<file path="src/rtl/wb_ctrl_pkg.sv">
// Shared write-back definitions: rd_mux source encodings used by both wb_ctrl and rd_mux,
// and the architectural register address width.
package wb_ctrl_pkg;

  localparam logic [1:0] RD_IMM  = 2'b00;
  localparam logic [1:0] RD_PCP4 = 2'b01;
  localparam logic [1:0] RD_ALU  = 2'b10;
  localparam logic [1:0] RD_MEM  = 2'b11;

  localparam int REG_ADDR_LEN = 5;

endpackage

</file>
<file path="src/rtl/wb_ctrl.sv">
// Write-back sequencer: drives rd_mux select and reg_file write port, stalls fetch while a
// load waits for memory. Optional load timeout/abort is enabled by defining WB_TIMEOUT_EN.
module wb_ctrl
  import wb_ctrl_pkg::*;
#(
  parameter int ADDR_W      = REG_ADDR_LEN,
  parameter int MEM_TIMEOUT = 16
) (
  input  logic              clk,
  input  logic              rst,
  input  logic              instr_valid,
  input  logic              wb_en_in,
  input  logic [1:0]        wb_src,
  input  logic [ADDR_W-1:0] rd_addr_in,
  input  logic              mem_rvalid,
  output logic [1:0]        rd_sel,
  output logic              rd_we,
  output logic [ADDR_W-1:0] rd_addr,
  output logic              stall,
  output logic              wb_err
);

  typedef enum logic {
    IDLE     = 1'b0,
    WAIT_MEM = 1'b1
  } state_t;

  state_t            state_q, state_d;
  logic [ADDR_W-1:0] ld_addr_q, ld_addr_d;
  logic              wr_req;
  logic              ld_req;
  logic              tmo_hit;

  if (MEM_TIMEOUT < 2) begin : g_param_check
    $error("wb_ctrl: MEM_TIMEOUT must be at least 2");
  end

  assign wr_req = instr_valid && wb_en_in && (wb_src != RD_MEM);
  assign ld_req = instr_valid && wb_en_in && (wb_src == RD_MEM);

`ifdef WB_TIMEOUT_EN
  localparam int TMO_W = $clog2(MEM_TIMEOUT);

  logic [TMO_W-1:0] tmo_cnt_q, tmo_cnt_d;

  assign tmo_hit = (tmo_cnt_q == TMO_W'(MEM_TIMEOUT - 1));

  always_ff @(posedge clk) begin
    if (rst) begin
      tmo_cnt_q <= '0;
    end else begin
      tmo_cnt_q <= tmo_cnt_d;
    end
  end

  always_comb begin
    tmo_cnt_d = tmo_cnt_q;
    if (state_q == IDLE) begin
      if (ld_req) begin
        tmo_cnt_d = '0;
      end
    end else if (!mem_rvalid) begin
      tmo_cnt_d = tmo_cnt_q + TMO_W'(1);
    end
  end
`else
  assign tmo_hit = 1'b0;
`endif

  always_ff @(posedge clk) begin
    if (rst) begin
      state_q   <= IDLE;
      ld_addr_q <= '0;
    end else begin
      state_q   <= state_d;
      ld_addr_q <= ld_addr_d;
    end
  end

  always_comb begin
    state_d   = state_q;
    ld_addr_d = ld_addr_q;
    unique case (state_q)
      IDLE: begin
        if (ld_req) begin
          state_d   = WAIT_MEM;
          ld_addr_d = rd_addr_in;
        end
      end
      WAIT_MEM: begin
        if (mem_rvalid || tmo_hit) begin
          state_d = IDLE;
        end
      end
      default: state_d = IDLE;
    endcase
  end

  // Reset forces a quiet write port so a load caught mid-flight is dropped without a write.
  always_comb begin
    rd_sel  = RD_ALU;
    rd_we   = 1'b0;
    rd_addr = rd_addr_in;
    stall   = 1'b0;
    wb_err  = 1'b0;
    if (rst) begin
      rd_addr = '0;
    end else begin
      unique case (state_q)
        IDLE: begin
          if (wr_req) begin
            rd_sel = wb_src;
            rd_we  = (rd_addr_in != '0);
          end else if (ld_req) begin
            rd_sel = RD_MEM;
            stall  = 1'b1;
          end
        end
        WAIT_MEM: begin
          rd_sel  = RD_MEM;
          rd_addr = ld_addr_q;
          if (mem_rvalid) begin
            rd_we = (ld_addr_q != '0);
          end else if (tmo_hit) begin
            wb_err = 1'b1;
          end else begin
            stall = 1'b1;
          end
        end
        default: ;
      endcase
    end
  end

endmodule
</file>
<file path="config.mk">
export PLATFORM = sky130hd
export DESIGN_NAME = wb_ctrl
export DESIGN_NICKNAME = d
export VERILOG_FILES = /design/src/rtl/wb_ctrl_pkg.sv /design/src/rtl/wb_ctrl.sv
export SDC_FILE = /design/constraint.sdc
export NUM_CORES = 1
export LEC_CHECK = 0
export BUFFER_PORTS_ARGS = -buffer_cell sky130_fd_sc_hd__buf_2
export CAP_MARGIN = 20
export CORE_AREA = 3 3 40 42
export DETAILED_ROUTE_END_ITERATION = 6
export DIE_AREA = 0 0 43 45
export PLACE_DENSITY = 0.72
export SETUP_SLACK_MARGIN = 0.2
export SYNTH_ARGS = -nofsm -noshare
export SYNTH_HDL_FRONTEND = slang
export SYNTH_SLANG_ARGS = --single-unit
</file>
<file path="constraint.sdc">
create_clock -name clk -period 1.8 [get_ports clk]
set_input_delay 0.36 -clock clk [delete_from_list [all_inputs] [get_ports clk]]
set_output_delay 0.36 -clock clk [all_outputs]
set_load 0.01 [all_outputs]
</file>
# --- After elaboration in Yosys (flattened, before gate mapping) ---
# Index checks and enable logic that the tools add are counted.
classes:
  div_mod_pow: 0
  n_shift: 0
  add_sub_neg: 0
  n_mux: 16
  reduce_logical: 6
  n_eq_ne: 2
  magnitude_cmp: 0
  multipliers: 0
  bitwise: 1
ops:
  columns: ["op", "count"]
  rows:
  - ["2-to-1 mux 5 bit", 2]
  - ["nonzero test 5 bit", 2]
  - ["2-to-1 mux 1 bit", 8]
  - ["case mux 1 bit (2 select lines)", 3]
  - ["2-to-1 mux 2 bit", 2]
  - ["case mux 2 bit (2 select lines)", 1]
  - ["logical AND 1 bit", 3]
  - ["== test 2 bit (second input constant)", 1]
  - ["inequality test 2 bit (second input constant)", 1]
  - ["AND reduction 2 bit", 1]
  - ["NOT 1 bit", 1]
totals:
  mem_bits_rw: 0
  elab_cells: 27
  romBits: 0
  ff_bits: 6
  memories: 0
  output_inout_bits: 10
  inputBits: 12
  latchBits: 0

# --- Depth between registers and ports, before layout ---
logic_depth:
  word_depth: 6
  mapped_depth: 4
  mapped_depth_nobuf: 3

# --- Worst setup path before layout ---
# Ideal clock, no wire load.
synth_path:
  kind: "input to output"
  start: "in wb_src[0]"
  end: "out rd_we"
  n_path_buf: 1
  t_arrival_ns: 1.192
  path_slack_ns: 0.248
  path_stages: 4
  required_time_ns: 1.440
  path_cell_list: "and2_4 buf_6 o31a_1 nor4_2"
synth_via:
  elab_chain_cells: 5
synth_rtl:
  columns: ["element", "line_no", "source"]
  rows:
  - ["start: declaration", "wb_ctrl.sv:13", "input logic [1:0] wb_src,"]
  - ["inequality test 2 bit", "wb_ctrl.sv:38", "assign wr_req = instr_valid && wb_en_in && (wb_src != RD_MEM);"]
  - ["logical AND 1 bit", "wb_ctrl.sv:38", null]
  - ["2-to-1 mux 1 bit", "wb_ctrl.sv:111", "if (wr_req) begin"]
  - ["case mux 1 bit (2 select lines)", "wb_ctrl.sv:109", "unique case (state_q)"]
  - ["2-to-1 mux 1 bit", "wb_ctrl.sv:106", "if (rst) begin"]
  - ["end: declaration", "wb_ctrl.sv:17", "output logic rd_we,"]
# Every way passes these cells.

# --- Final worst setup path ---
layout_path:
  start: "reg ld_addr_q[0]"
  end: "out rd_we"
layout_via:
  elab_chain_cells: 4
layout_rtl:
  columns: ["element", "line_no", "source"]
  rows:
  - ["start: declaration", "wb_ctrl.sv:29", "logic [ADDR_W-1:0] ld_addr_q, ld_addr_d;"]
  - ["start signal: assignment", "wb_ctrl.sv:76", "ld_addr_q <= ld_addr_d;"]
  - ["nonzero test 5 bit", "wb_ctrl.sv:123", "rd_we = (ld_addr_q != '0);"]
  - ["2-to-1 mux 1 bit", "wb_ctrl.sv:122", "if (mem_rvalid) begin"]
  - ["case mux 1 bit (2 select lines)", "wb_ctrl.sv:109", null]
  - ["2-to-1 mux 1 bit", "wb_ctrl.sv:106", null]
# Every way passes these cells.

==> results.py <==
metrics = {
    "worst_setup_path": {
        "critPathArrivalTime_ns": 1.46,
        "slowest_stage": "or4b_4",
        "critPathMaxFanout": 3,
        "crit_required_ns": 1.44,
        "worstReg2RegEnd": "ld_addr_q[0]",
        "critPathMaxStageDelay_ns": 0.55,
        "crit_path_end_kind": "primary output",
        "path_cells": "or4b_4 -> nor3_4 -> nor4_2 -> buf_2",
        "crit_type": "flop to primary output",
        "startpoint_type": "flop",
        "reg2reg_depth": 6,
        "worstReg2RegStart": "state_q",
        "regToRegSetupSlack_ns": 0.52,
    },
    "die": {
        "rows": 13,
        "chipWidth_um": 43,
        "initial_core_util_pct": 33.5,
        "core-area_um2": 1280,
        "die_y_um": 45,
        "dieArea_um2": 1940,
        "pin_count": 22,
    },
    "yosys": {
        "synth_edf_count": 0,
        "netlist_top_cells_count": "nor2_1, a21oi_1, dfxtp_1",
        "synth_fp_nets": 68,
        "ys_ff_latch": 6,
        "synthTopCellsByArea": "dfxtp_1, mux2i_1, a21oi_1, nor2_1, nand3_1",
        "syn_avg_cell_area_um2": 7.69,
        "synth_cell_type_count": 23,
        "synth_flop_cell": "dfxtp_1",
        "synthCells": 56,
        "synth_seq_area_share_pct": 27.9,
        "synthArstFlopShare_pct": 0,
        "netlist.area_leader.share_pct": 27.9,
        "yosys_warnings": 0,
        "syn_area_um2": 430,
        "yosys.area.top_type": "dfxtp_1",
        "synth.most_common_cell": "nor2_1",
    },
    "grt": {
        "grt_pass1_vias": 434,
        "grt_max_degree": 16,
        "antenna_found_initial": 0,
        "grt_first_pass_wirelength_mm": 1.89,
        "track_usage_pct": 13.9,
        "grt-ovfl-total": 0,
    },
    "route": {
        "drtAntennaViolNets": 0,
        "wl_per_cell_um": 12.9,
        "drt_first_pass_iters": 4,
        "num_vias": 482,
        "finalWirelength_mm": 1.23,
        "drc_errors": 0,
        "routed_via_density": 5.02,
        "drt_iter0_markers": 8,
    },
    "place": {
        "port_buffers": 20,
        "post-place-ws_ns": 0.0489,
        "hpwl_um": 799,
        "gp_congestion": 0.781,
    },
    "timing": {
        "slew_viol_final": 0,
        "final-setup-viol-count": 1,
        "setup_tns_ns": -0.0233,
        "hold_viol": 0,
        "min_period_over_period_pct": 101,
        "layout_min_cycle_time_ns": 1.82,
        "fmax_ghz": 0.548,
        "rsz0062_at_grt": "true",
        "fin_worst_skew_ns": 0.00924,
        "fin_ws_ns": -0.0233,
    },
    "status": {
        "violations": "negative setup slack",
        "status": "finished with violations",
    },
    "min_path": {
        "min-delay-start": "rd_addr_in[4]",
        "hold_depth": 3,
        "hp-class": "input pin to flop",
        "hold_path_end": "ld_addr_q[4]",
    },
    "cells_and_area": {
        "fillers": 130,
        "drive_above_1_share_pct": 46.9,
        "syn_to_final_growth_pct": 42.7,
        "multi_input_comb_area_um2": 288,
        "ff_latch_area_um2": 125,
        "n_antenna_cell": 0,
        "final_nets": 95,
    },
    "pwr": {
        "power.share.clock_pct": 37.7,
        "comb_power_share_pct": 22.8,
        "p_sw_mw": 0.101,
        "sequentialPowerShare_pct": 39.5,
        "p_int_mw": 0.249,
        "p_total_mw": 0.350,
        "swShare_pct": 28.9,
        "power.density_nw_per_um2": 570,
        "ir_worst_vdd_uv": 308,
        "power.leakage_nw": 0.260,
    },
    "cts": {
        "clockBufferDepth": 2,
        "clock_latency_ns": 0.26,
        "ctsHtreeMaxLevel": 1,
        "cts_tree": "yes",
        "clock-sinks": 6,
        "clk_pin_slew_worst_paths_ns": 0.05,
        "cts_buffers": 3,
        "clockRootBuffer": "clkbuf_4",
        "ctsHoldBuffers": 0,
    },
    "flow_run": {
        "drv_cap": 0,
    },
}
power by group through the flow:
stage | registers (mW) | clock network [mW] | logic (mW)
finish | 0.138 | 0.132 | 0.0798
global route | 0.138 | 0.148 | 0.0872
CTS | 0.138 | 0.131 | 0.0732
detailed placement | 0.141 | 0 | 0.0675
global placement | 0.141 | 0 | 0.0672
floorplan | 0.140 | 0 | 0.0419
worst max-delay path, delay by kind of cell, from the launching register on:
kind	cells	cell delay (ns)
buffers and inverters	1	0.15
flip-flops	1	0.32
AND/OR/NAND/NOR	3	0.74
what timing repair did:
| item | in CTS | in global routing |
|---|---|---|
| resized for setup | 7 | 2 |
| pin swaps | 2 | 1 |
| setup endpoints to repair | 5 | 5 |
| buffers inserted | 3 | 3 |
routing by layer:
metal / up-vias / routed length, um / part of all wire (%) / track usage, %
met3: 4 / 95 / 7.7 / 7.17
met5: - / 0 / 0 / 0
met2: 20 / 584 / 47 / 20.7
met4: 0 / 25 / 2.0 / 10.8
met1: 209 / 529 / 43 / 15.0
li1: 249 / - / - / -
worst max path at each step:
stage / startpoint / to / slack, ns
after global placement: rd_addr_in[0] / rd_we / 0.06
after global routing: ld_addr_q[0] / rd_we / -0.08
final: ld_addr_q[0] / rd_we / -0.02
after floorplan: wb_src[0] / rd_we / 0.25
after CTS: ld_addr_q[0] / rd_we / -0.003
after detailed placement: rd_addr_in[0] / rd_we / 0.05
flip-flops by register name, indices dropped and copies added (netlist names):
register   cells
state_q        1
ld_addr_q      5
cells by family (layout without fill, tap and decap cells):
group / count (synthesis) / after routing / share of synthesized area, %
AOI/OAI and AO/OA: 13 / 13 / 16.3
muxes: 5 / 5 / 11.6
DFF: 6 / 6 / 27.9
other: 1 / 1 / 0.871
buffers and inverters: 5 / 30 / 8.72
and+or+nand+nor: 26 / 26 / 34.6
placed cells by master, fill, tap and decap left out, types with 3 or more instances in the layout:
| master | netlist | layout |
|---|---|---|
| buf_2 | 0 | 20 |
| nand2_1 | 3 | 3 |
| mux2i_1 | 5 | 5 |
| nor2_1 | 8 | 8 |
| nand3_1 | 5 | 5 |
| clkbuf_4 | 0 | 3 |
| a21oi_1 | 6 | 5 |
| dfxtp_1 | 6 | 4 |
| buf_4 | 1 | 5 |
| o21ai_0 | 5 | 5 |
area by class of cell:
type	instances	share of cell area, %
Timing Repair Buffer	27	26.1
Multi-Input combinational cell	45	46.8
Clock buffer	3	3.67
Sequential cell	6	20.4
Tap cell	15	3.05
through the flow:
stage | area (um^2) | instances | utilization (%) | hold slack, ns
detailed placement | 519 | 87 | 40.4 | 0.486
global placement | 519 | 87 | 40.4 | 0.479
global route | 614 | 96 | 47.8 | 0.388
floorplan | 430 | 56 | - | 0.429
CTS | 582 | 93 | 45.3 | 0.376
finish | 614 | 96 | 47.8 | 0.380
Power figures use the tool's default switching activity.
